### config.mk
export PLATFORM = sky130hd
export DESIGN_NAME = mem_arbiter
export DESIGN_NICKNAME = d
export VERILOG_FILES = /design/src/rtl/mem_ctrl_pkg.sv /design/src/rtl/rr_arbiter.sv /design/src/rtl/mem_arbiter.sv
export SDC_FILE = /design/constraint.sdc
export NUM_CORES = 1
export LEC_CHECK = 0
export ABC_AREA = 1
export ABC_CLOCK_PERIOD_IN_PS = 1300
export CAP_MARGIN = 20
export CORE_ASPECT_RATIO = 1.5
export CORE_MARGIN = 4
export CORE_UTILIZATION = 39
export CTS_CLUSTER_DIAMETER = 150
export DETAILED_ROUTE_END_ITERATION = 8
export PLACE_DENSITY = 0.78
export SETUP_SLACK_MARGIN = 0.5
export SYNTH_ARGS = -nofsm -noshare
export SYNTH_HDL_FRONTEND = slang
export SYNTH_SLANG_ARGS = --single-unit
### constraint.sdc
create_clock -name clk -period 1.3 [get_ports clk]
set_input_delay 0.26 -clock clk [delete_from_list [all_inputs] [get_ports clk]]
set_output_delay 0.26 -clock clk [all_outputs]
set_load 0.005 [all_outputs]
### src/rtl/mem_ctrl_pkg.sv
// rtl/mem_ctrl_pkg.sv - shared types and defaults for the memory port controller
package mem_ctrl_pkg;

  localparam int DEF_ADDR_W = 16;
  localparam int DEF_DATA_W = 8;
  localparam int MEM_BYTES  = 2 ** DEF_ADDR_W;

  typedef enum logic {
    CLEAR,
    SERVE
  } state_t;

endpackage

### src/rtl/rr_arbiter.sv
// rtl/rr_arbiter.sv - round-robin arbiter with registered last-winner pointer
module rr_arbiter #(
  parameter int NREQ  = 2,
  parameter int IDX_W = 1
) (
  input  logic             clk,
  input  logic             rst,
  input  logic [NREQ-1:0]  req,
  input  logic             advance,
  output logic [NREQ-1:0]  gnt,
  output logic [IDX_W-1:0] idx
);

  logic [IDX_W-1:0] ptr;
  logic             found;

  // Search starts one past the last winner so every requester gets a turn.
  always_comb begin
    found = 1'b0;
    idx   = ptr;
    gnt   = '0;
    for (int k = 1; k <= NREQ; k++) begin
      int c;
      c = int'(ptr) + k;
      if (c >= NREQ) c = c - NREQ;
      if (!found && req[c]) begin
        found = 1'b1;
        idx   = IDX_W'(c);
      end
    end
    if (advance && found) gnt[idx] = 1'b1;
  end

  always_ff @(posedge clk or posedge rst) begin
    if (rst) begin
      ptr <= IDX_W'(NREQ - 1);
    end else if (advance && found) begin
      ptr <= idx;
    end
  end

endmodule

### src/rtl/mem_arbiter.sv
// rtl/mem_arbiter.sv - shares the single memory port among requesters and sequences memory clear
module mem_arbiter
  import mem_ctrl_pkg::*;
#(
  parameter int NREQ           = 2,
  parameter int ADDR_W         = DEF_ADDR_W,
  parameter int DATA_W         = DEF_DATA_W,
  parameter int CLEAR_ON_RESET = 1
) (
  input  logic                     clk,
  input  logic                     rst,
  input  logic                     clear_start,
  output logic                     busy,
  input  logic [NREQ-1:0]          req,
  input  logic [NREQ-1:0]          we,
  input  logic [NREQ*ADDR_W-1:0]   addr,
  input  logic [NREQ*DATA_W-1:0]   wdata,
  output logic [NREQ-1:0]          gnt,
  output logic [NREQ-1:0]          rvalid,
  output logic [DATA_W-1:0]        rdata,
  output logic [7:0]               mem_msb_addr,
  output logic [7:0]               mem_lsb_addr,
  output logic [DATA_W-1:0]        mem_wval,
  output logic                     mem_wen,
  input  logic [DATA_W-1:0]        mem_rval
);

  localparam int IDX_W = (NREQ > 1) ? $clog2(NREQ) : 1;

  state_t            state, state_nx;
  logic [ADDR_W-1:0] cnt;
  logic [15:0]       maddr;
  logic [NREQ-1:0]   arb_gnt;
  logic [IDX_W-1:0]  win;
  logic              advance;
  logic              clear_go;
  logic              t1_v, t2_v;
  logic [IDX_W-1:0]  t1_i, t2_i;

  rr_arbiter #(.NREQ(NREQ), .IDX_W(IDX_W)) u_arb (
    .clk     (clk),
    .rst     (rst),
    .req     (req),
    .advance (advance),
    .gnt     (arb_gnt),
    .idx     (win)
  );

  assign gnt          = arb_gnt;
  assign busy         = (state == CLEAR);
  assign mem_msb_addr = maddr[15:8];
  assign mem_lsb_addr = maddr[7:0];

  // A clear request pre-empts any grant in its cycle.
  always_comb begin
    state_nx = state;
    advance  = 1'b0;
    clear_go = 1'b0;
    case (state)
      CLEAR: if (cnt == '1) state_nx = SERVE;
      SERVE: begin
        if (clear_start) begin
          state_nx = CLEAR;
          clear_go = 1'b1;
        end else begin
          advance = 1'b1;
        end
      end
    endcase
  end

  // cnt rests at zero in SERVE (it rolls over on the last clear write), so the
  // pulse cycle can issue address 0 directly.
  always_ff @(posedge clk or posedge rst) begin
    if (rst) begin
      state    <= (CLEAR_ON_RESET != 0) ? CLEAR : SERVE;
      cnt      <= '0;
      maddr    <= '0;
      mem_wval <= '0;
      mem_wen  <= 1'b0;
      t1_v     <= 1'b0;
      t1_i     <= '0;
      t2_v     <= 1'b0;
      t2_i     <= '0;
    end else begin
      state <= state_nx;
      t1_v  <= (|arb_gnt) && !we[win];
      t1_i  <= win;
      t2_v  <= t1_v;
      t2_i  <= t1_i;
      if (state == CLEAR || clear_go) begin
        mem_wen  <= 1'b1;
        mem_wval <= '0;
        maddr    <= 16'(cnt);
        cnt      <= cnt + ADDR_W'(1);
      end else if (|arb_gnt) begin
        mem_wen  <= we[win];
        mem_wval <= wdata[win*DATA_W +: DATA_W];
        maddr    <= 16'(addr[win*ADDR_W +: ADDR_W]);
      end else begin
        mem_wen <= 1'b0;
      end
    end
  end

  always_comb begin
    rvalid = '0;
    if (t2_v) rvalid[t2_i] = 1'b1;
  end

  assign rdata = t2_v ? mem_rval : '0;

endmodule
# After elaboration in Yosys (flattened, before gate mapping)

Cells that the tools add are included.

Mux-type cells: 33
Bitwise gates (word level): 1
Shifts and indexed selects: 2
Equal/unequal tests: 1
Order comparisons: 8
Reduce and logical (&&, ||, !) cells: 10
$add $sub $neg: 5

Operators by type and width:

| cell                                                                           | count |
|---|---|
| 32-bit by 3-bit >= comparator with 1-bit output (second input constant)        | 2 |
| 32-bit by 3-bit less-than comparator with 1-bit output (second input constant) | 2 |
| 32-bit two-way mux                                                             | 2 |
| 32-bit by 3-bit subtractor with 32-bit output (second input constant)          | 2 |
| 16-bit two-way mux                                                             | 2 |
| 32-bit by 6-bit variable part select with 16-bit output                        | 1 |
| 8-bit two-way mux                                                              | 3 |
| 1-bit two-way mux                                                              | 21 |
| 16-bit by 1-bit adder with 16-bit output (second input constant)               | 1 |
| 16-bit == test (second input constant)                                         | 1 |
| 16-bit by 5-bit variable part select with 8-bit output                         | 1 |
| 1-bit logical AND                                                              | 5 |
| 1-bit by 2-bit less-than comparator with 1-bit output (second input constant)  | 2 |
| 2-bit two-way mux                                                              | 2 |
| 1-bit by 2-bit adder with 3-bit output (second input constant)                 | 1 |
| 1-bit by 1-bit adder with 2-bit output (second input constant)                 | 1 |
| 1-bit demux with 1-bit select                                                  | 2 |
| 1-bit >= comparator (second input constant)                                    | 2 |
| 1-bit logical NOT                                                              | 2 |
| 1-bit case mux with 2 select lines                                             | 1 |
| 2-bit nonzero test                                                             | 1 |
| 2-bit OR reduction                                                             | 1 |
| 1-bit logical OR                                                               | 1 |
| 1-bit inverter                                                                 | 1 |

Output and inout bits: 38
Input bits: 63
Bits in registers: 47
Logic and storage cells: 70

# Longest topological paths before layout

Gate-level depths: netlist of the first run.

Depth in word-level cells: 18
Gate-level depth with buffers: 9

# Modules after synthesis

Synthesis of the first run repeated with hierarchy kept, for this count alone.

Cells, all modules: 345
Area, all modules: 2,555.0 um^2

By module, submodules not included:

| module      | cells each | sequential area each (um^2) | instances | area an instance (um^2) |
|---|---|---|---|---|
| mem_arbiter | 329        | 1,151.1                     | 1         | 2,458.6 |
| rr_arbiter  | 16         | 26.3                        | 1         | 96.3 |

# Worst setup path after synthesis of the first run

Ideal clock, no wire load.

Path type: reg-to-output
Start: reg u_arb.ptr
End: out gnt[0]
Path buffers: 1
Stages on the path, launching flop included: 6
Path slack: -0.048 ns
Arrival time: 1.088 ns
Cell sequence: dfstp_2 nand2_1 o21ai_2 inv_2 nor2_4 buf_6

Word-level cells in the longest chain between the ends: 15

Ends and longest elaborated chain:

| item                                                                                                               | line              | source |
|---|---|---|
| start: declaration                                                                                                 | rr_arbiter.sv:14  | `logic [IDX_W-1:0] ptr;` |
| start signal: assignment                                                                                           | rr_arbiter.sv:36  | `ptr <= IDX_W'(NREQ - 1);` |
| start signal: assignment                                                                                           | rr_arbiter.sv:38  | `ptr <= idx;` |
| 1-bit by 1-bit adder with 2-bit output                                                                             | rr_arbiter.sv:24  | `c = int'(ptr) + k;` |
| 32-bit by 3-bit subtractor with 32-bit output or 32-bit by 3-bit >= comparator with 1-bit output (tied branches)   | rr_arbiter.sv:25  | `if (c >= NREQ) c = c - NREQ;` |
| 32-bit two-way mux                                                                                                 | rr_arbiter.sv:25  |  |
| 1-bit two-way mux (implied by the code) (3 in a row)                                                               | rr_arbiter.sv:26  | `if (!found && req[c]) begin` |
| 1-bit two-way mux                                                                                                  | rr_arbiter.sv:26  |  |
| 1-bit logical NOT                                                                                                  | rr_arbiter.sv:26  |  |
| 1-bit logical AND                                                                                                  | rr_arbiter.sv:26  |  |
| 1-bit two-way mux (*)                                                                                              | rr_arbiter.sv:26  |  |
| net u_arb.idx                                                                                                      | rr_arbiter.sv:11  | `output logic [IDX_W-1:0] idx` |
| 1-bit by 2-bit less-than comparator with 1-bit output (implied by the code) or 1-bit >= comparator (tied branches) | rr_arbiter.sv:31  | `if (advance && found) gnt[idx] = 1'b1;` |
| 1-bit logical AND (implied by the code)                                                                            | rr_arbiter.sv:31  |  |
| 1-bit two-way mux (implied by the code)                                                                            | rr_arbiter.sv:31  |  |
| 1-bit demux with 1-bit select (*)                                                                                  | n/a               |  |
| 2-bit two-way mux (*)                                                                                              | rr_arbiter.sv:31  |  |
| end: declaration                                                                                                   | mem_arbiter.sv:18 | `output logic [NREQ-1:0] gnt,` |

The timed path passes the listed nets; every way through them passes the cells marked *. The select of a mux whose other input is x is not followed.

# Worst setup path in the final report of the first run

Start: reg u_arb.ptr
End: out gnt[1]

Word-level cells in the longest chain between the ends: 15

Ends and longest elaborated chain:

| item                                                                                                               | line |
|---|---|
| 1-bit by 1-bit adder with 2-bit output                                                                             | rr_arbiter.sv:24 |
| 32-bit by 3-bit subtractor with 32-bit output or 32-bit by 3-bit >= comparator with 1-bit output (tied branches)   | rr_arbiter.sv:25 |
| 32-bit two-way mux                                                                                                 | rr_arbiter.sv:25 |
| 1-bit two-way mux (implied by the code) (3 in a row)                                                               | rr_arbiter.sv:26 |
| 1-bit two-way mux                                                                                                  | rr_arbiter.sv:26 |
| 1-bit logical NOT                                                                                                  | rr_arbiter.sv:26 |
| 1-bit logical AND                                                                                                  | rr_arbiter.sv:26 |
| 1-bit two-way mux                                                                                                  | rr_arbiter.sv:26 |
| 1-bit by 2-bit less-than comparator with 1-bit output (implied by the code) or 1-bit >= comparator (tied branches) | rr_arbiter.sv:31 |
| 1-bit logical AND (implied by the code)                                                                            | rr_arbiter.sv:31 |
| 1-bit two-way mux (implied by the code)                                                                            | rr_arbiter.sv:31 |
| 1-bit demux with 1-bit select                                                                                      | n/a |
| 2-bit two-way mux (*)                                                                                              | rr_arbiter.sv:31 |

Every way passes the cells marked *; elsewhere a longest branch is shown, timed or not. The select of a mux whose other input is x is not followed.

==> impl_metrics.json, run 1 <==
{
  "final_max_slew_viol_count": 0,
  "cts_sinks": 47,
  "clkLatencyLatePin_ps": 300,
  "dp_hpwl_um": 5402,
  "leakagePower_nw": 2.096,
  "synth-async-reset-ratio_pct": 100.0,
  "synth-edff-count": 0,
  "seq_area_um2": 1179,
  "synth_top_family_by_area": "simple AND/OR/NAND/NOR gates",
  "rsz0062_at_grt": "true",
  "power.density_nw_per_um2": 1107,
  "synth_compound_area_share_pct": 5.492,
  "grt_pass1_wl_um": 11670,
  "grt_overflow_total": 0,
  "start_util_pct": 40.84,
  "grt_usage_pct": 19.38,
  "setup_viol": 44,
  "htree_levels": 2,
  "antenna_found_initial": 0,
  "peakVddDrop_mv": 0.9670,
  "fmax_mhz": 656.3,
  "fill_cells": 452,
  "yosys.area_share.adder_pct": 0.5181,
  "syn_nets": 375,
  "worst_slack_ps": -223.7,
  "yosys.cell_types.count": 24,
  "firstDrtPassIters": 4,
  "wl_per_cell_um": 13.89,
  "clk_pin_slew_ps": 80,
  "crit_path_end_kind": "primary output",
  "drt_iter0_drc": 126,
  "status": "finished with violations",
  "cts_buffers": 5,
  "crit_type": "reg -> out",
  "grt_pass1_vias": 2579,
  "cts_tree": "done",
  "muxShareOfSynthArea_pct": 0,
  "syn_inst": 311,
  "multi_input_area_um2": 1232,
  "pre_cts_ws_ps": -623.0,
  "synthSimpleGateAreaFrac_pct": 31.61,
  "fin_crit_sh_pct": 117.2,
  "startpoint_type": "flip-flop",
  "boundaryPins": 101,
  "drv_cap": 0,
  "syn2layout_area_growth_pct": 71.45,
  "tightest_slew_ps": 310.7,
  "io_buffers": 100,
  "postRouteAntennaNets": 0,
  "hold_viol_final": 0,
  "cts_max_path_buffers": 2,
  "vias": 2539,
  "yosys-top-cells-count": "118 x nand2_1, 46 x dfrtp_1, 45 x inv_1",
  "synth_top_area_share_pct": 47.67,
  "cp.arrival_ps": 1260,
  "crit_path_max_incr_delay_ps": 560,
  "postSynthAreaPerCell_um2": 7.765,
  "worst_clock_skew_ps": 2.517,
  "synth_seq_cells": 47,
  "worstHoldPathType": "in -> async",
  "fin_util_pct": 70.02,
  "cp_top_family": "flip-flops",
  "rows": 34,
  "syn-cell-area_um2": 2415,
  "gp_congestion": 0.8558,
  "slowest_stage": "dfstp_2",
  "ys_seq_area_share_pct": 48.76,
  "synth_area_leaders": "dfrtp_1 48%, nand2_1 18%, inv_1 7.0%, nand3b_1 3.4%, nand3_1 2.9%",
  "route.final.wire_length_um": 7376,
  "required_ps": 1040,
  "drive_gt1_share_pct": 36.17,
  "nNetsFinal": 522,
  "crit_path_max_fanout": 3,
  "drc": 0,
  "grt_max_degree": 26,
  "avgViaCountPerCell": 4.782,
  "slew_headroom_pct": 79.13,
  "yosysMostFrequentCell": "nand2_1",
  "cts_root_buffer": "clkbuf_8",
  "hold_ws_ps": 349.6,
  "finalCriticalPeriod_ps": 1524,
  "synth_ff_type": "dfrtp_1",
  "die_area_um2": 7541,
  "synth_area_leader_cell": "dfrtp_1",
  "synth-xor-area-share_pct": 2.902,
  "core-area_um2": 5913,
  "die_w_um": 72.25,
  "antennaDiodeCount": 0,
  "failed_checks": "negative setup slack",
  "die_y_um": 104.4,
  "cp.buffers_inverters": 2,
  "yosys_warnings": 0,
  "path_cells": "nand2_2 -> o21ai_2 -> buf_4 -> nor2_4 -> buf_2"
}
==> flip-flops by register name, summed over array words and instances, names as in the netlist <==
register   count
mem_wen        1
t2_v           1
t2_i           1
u_arb.ptr      1
state          1
mem_wval       8
t1_i           1
maddr         16
t1_v           1
cnt           16
==> worst paths after layout <==
check / cells past startpoint / slack [ps] / to / start
max: 5 / -220 / gnt[1] / u_arb.ptr$_DFFE_PP1N_
min: 3 / 350 / cnt[15]$_DFFE_PP0N_ / rst
max reg2reg: 9 / -150 / cnt[11]$_DFFE_PP0N_ / state$_DFF_PP0_
min reg2reg: 0 / 360 / t2_v$_DFF_PP0_ / t1_v$_DFF_PP0_
max in group asynchronous: 3 / 710 / u_arb.ptr$_DFFE_PP1N_ / rst
min in group clk: 0 / 360 / t2_v$_DFF_PP0_ / t1_v$_DFF_PP0_
==> where the power goes <==
group / leakage, nW / internal (mW) / total [mW] / switching [mW]
clock: 0.0515 / 0.486 / 0.968 / 0.482
combinational: 1.48 / 0.762 / 1.55 / 0.784
sequential: 0.567 / 1.78 / 2.07 / 0.292
==> cells in the final DEF (no fill, tap or decap), drive strengths merged <==
| cell | netlist | routed |
|---|---|---|
| nand3 | 14 | 14 |
| clkbuf | 1 | 8 |
| ha | 1 | 1 |
| inv | 50 | 49 |
| buf | 8 | 87 |
| a21oi | 6 | 6 |
| nor3 | 2 | 2 |
| clkinvlp | 0 | 1 |
| and2 | 1 | 1 |
| clkdlybuf4s50 | 0 | 61 |
| dfstp | 1 | 1 |
| nand2 | 119 | 119 |
| dlygate4sd2 | 0 | 1 |
| nand4 | 5 | 5 |
| nor2 | 21 | 21 |
| o22ai | 11 | 11 |
| o21ai | 6 | 6 |
| nand3b | 11 | 11 |
| xor2 | 8 | 8 |
| dfrtp | 46 | 46 |
==> per-layer routing <==
layer	vias up	wire length [µm]	GRT usage (%)
met3	10	373	4.062
met1	1221	2764	21.96
li1	1247	-	-
met5	-	0	0
met2	61	4129	35.07
met4	0	109	6.183
==> per-stage QoR <==
stage	power, mW	instance area (µm²)	TNS [ps]	instances
after CTS	4.448	3884	-3132	521
final	4.585	4140	-2839	531
after global placement	3.511	3684	-16810	494
after detailed placement	3.543	3684	-17490	494
after global routing	4.852	4140	-6820	531
after floorplan	2.789	2496	-24.43	311
==> timing repair <==
action | 4_1_cts | 5_1_grt
hold buffers | 0 | 0
endpoints found under the setup margin | 83 | 83
buffers inserted | 19 | 10
hold endpoints to repair | 0 | 0
pin swaps | 14 | 19
gates resized for setup | 198 | 50
==> worst reg2reg max path, stage by stage, from the launching register on <==
cell     delay, ps
dfrtp_1        410
buf_6          140
nand2_8         60
buf_6          100
buf_8          110
nand2_4         60
nor2_4         210
nand2_2         80
o21ai_1        130
nand2_1         60
==> area by class of cell <==
class	count	share of cell area, %
sequential	47	28.47
multi-input combinational	205	29.77
tap	72	2.176
clock buffer	8	2.418
timing repair buffer	149	32.37
inverter	50	4.805
==> cells by family after synthesis <==
group	after synthesis
flip-flops	47
AND/OR/NAND/NOR	173
buffers and inverters	59
AO/OA/AOI/OAI	23
XOR/XNOR	8
adder cells (fa/ha/maj)	1
No activity file was read; power rests on OpenSTA's default activity.
==> run 2: changes to the inputs <==
CELL_PAD_IN_SITES_DETAIL_PLACEMENT = 1   (was unset)
CELL_PAD_IN_SITES_GLOBAL_PLACEMENT = 1   (was unset)
CORE_UTILIZATION = 27   (was 39)
PLACE_DENSITY = 0.77   (was 0.78)
==> run 2 against run 1 <==
  * The flow still finishes with violations (negative setup slack)
  * Setup slack worse by 58 ps
  * Cell count is 10% higher
  * Die area grew 40%
  * Clock power grew 57%
  * Routed wire length rose by 42%
  * Combinational power increased by 29%
  * Worst hold slack got worse by 53 ps
  * Total power grew 24%
  * Largest power group unchanged
==> impl_metrics.json, run 2 (same netlist as run 1, synthesis figures left out) <==
{
  "drt_iter0_drc": 87,
  "core-area_um2": 8776,
  "postRouteAntennaNets": 0,
  "final_max_slew_viol_count": 0,
  "power.density_nw_per_um2": 1255,
  "status": "finished with violations",
  "avgViaCountPerCell": 4.710,
  "slew_headroom_pct": 77.92,
  "cts_tree": "done",
  "startpoint_type": "flip-flop",
  "swShare_pct": 34.58,
  "pwr-share-clk_pct": 26.8,
  "fmax_mhz": 632.1,
  "die_area_um2": 10550,
  "seq_power_share_pct": 37.8,
  "worst_clock_skew_ps": 10.59,
  "wl_per_cell_um": 17.84,
  "cts_sinks": 47,
  "p_total_mw": 5.666,
  "vias": 2760,
  "io_buffers": 100,
  "route.final.wire_length_um": 10460,
  "crit_start": "u_arb.ptr$_DFFE_PP1N_",
  "rows": 42,
  "die_w_um": 85.22,
  "cts_buffers": 5,
  "intPower_mw": 3.707,
  "finalCriticalPeriod_ps": 1582,
  "grt_max_degree": 26,
  "crit_path_end_kind": "primary output",
  "hold_viol_final": 0,
  "die_y_um": 123.8,
  "switching_power_mw": 1.959,
  "antennaDiodeCount": 0,
  "drc": 0,
  "clkLatencyLatePin_ps": 300,
  "reg2reg_to": "t1_v$_DFF_PP0_",
  "drive_gt1_share_pct": 40.55,
  "pre_cts_ws_ps": -674.2,
  "largestRegisters": "cnt x16, maddr x16, mem_wval x8",
  "fin_crit_sh_pct": 121.7,
  "r2r-start": "u_arb.ptr$_DFFE_PP1N_",
  "reg2reg_slack_ps": -260,
  "grt_pass1_wl_um": 14930,
  "worst_slack_ps": -282.0,
  "grt_pass1_vias": 3035,
  "gp_congestion": 0.7613,
  "rsz0062_at_grt": "true",
  "final_cell_mix": "93 x nand2_1, 59 x clkdlybuf4s50_1, 43 x dfrtp_1",
  "final_common_cell": "nand2_1",
  "required_ps": 1040,
  "boundaryPins": 101,
  "cts_max_path_buffers": 2,
  "htree_levels": 2,
  "start_util_pct": 27.52,
  "peakVddDrop_mv": 0.8489,
  "cp.arrival_ps": 1320,
  "drv_cap": 0,
  "cts_root_buffer": "clkbuf_16",
  "tightest_slew_ps": 330.5,
  "combPwrFrac_pct": 35.4,
  "clk_pin_slew_ps": 70,
  "antenna_found_initial": 0,
  "worstHoldPathType": "in -> async",
  "nNetsFinal": 539,
  "syn2layout_area_growth_pct": 86.99,
  "grt_usage_pct": 18.13,
  "dp_hpwl_um": 6641,
  "grt_overflow_total": 0,
  "leakagePower_nw": 2.250,
  "setup_viol": 54,
  "reg2reg_depth": 9,
  "failed_checks": "negative setup slack",
  "crit_path_max_fanout": 2,
  "crit_type": "reg -> out",
  "firstDrtPassIters": 4
}
==> run 2: changes by cell type in the layout (fill, tap and decap cells not counted), moves of 4 or more <==
cell / delta
nand3_2: -4
buf_6: +5
o22ai_2: +9
o22ai_1: -9
clkbuf_16: +6
clkbuf_8: -7
buf_4: +10
==> run 2: stage by stage <==
step	hold slack (ps)	instances	TNS [ps]	utilization, %	cell area, µm²
floorplan	282.9	311	-24.43	-	2496
global placement	333.7	538	-17470	43.03	3776
detailed placement	342.5	538	-18950	43.03	3776
CTS	284.9	573	-4209	47.33	4154
global route	319.5	586	-9750	51.45	4516
finish	296.5	586	-6579	51.45	4516
==> run 2: layout make-up <==
cell class                 instances  area [µm²]
clock buffer                       5       125.1
sequential                        47        1181
multi-input combinational        205        1313
clock inverter                     3       43.79
fill                            1019        4260
inverter                          50       201.4
timing repair buffer             166        1514
tap                              110       137.6
==> run 2: repair_timing <==
action | 4_1_cts | 5_1_grt
pin swaps | 11 | 25
endpoints found under the hold margin | 0 | 0
setup buffers | 27 | 12
gates resized for setup | 208 | 64
endpoints found under the setup margin | 83 | 83
hold buffers | 0 | 0
cloned | 0 | 1
==> run 2: worst max path at each step <==
stage,to
2_1_floorplan,gnt[0]
4_1_cts,gnt[0]
3_5_place_dp,gnt[0]
5_1_grt,gnt[0]
6_report,gnt[0]
3_3_place_gp,gnt[0]
==> run 2: critical path: stages, from the launching register on <==
cell and delay (ps):
dfstp_2 550, nand2_2 70, o21ai_4 90, inv_2 80, nor2_4 100, buf_2 130
==> run 2: metal layers <==
| metal | vias to the layer above | GRT usage, % | share of wire [%] |
|---|---|---|---|
| li1 | 1286 | - | - |
| met1 | 1367 | 17.86 | 34 |
| met2 | 83 | 35.89 | 58 |
| met3 | 24 | 3.772 | 3.9 |
| met4 | 0 | 7.624 | 3.6 |
| met5 | - | 0 | 0 |
==> run 2: power groups by stage <==
stage          registers (mW)  logic, mW  clock network (mW)
3_5_place_dp             2.10       1.57                   0
5_1_grt                  2.18       2.19                1.58
3_3_place_gp             2.08       1.50                   0
6_report                 2.14       2.00                1.52
4_1_cts                  2.08       1.70                1.50
2_1_floorplan            2.05      0.742                   0
==> run 3: changes to the inputs <==
CAP_MARGIN = unset   (was 20)
==> results of run 3 <==
No change in the layout: final DEF, timing and power equal those of run 2.
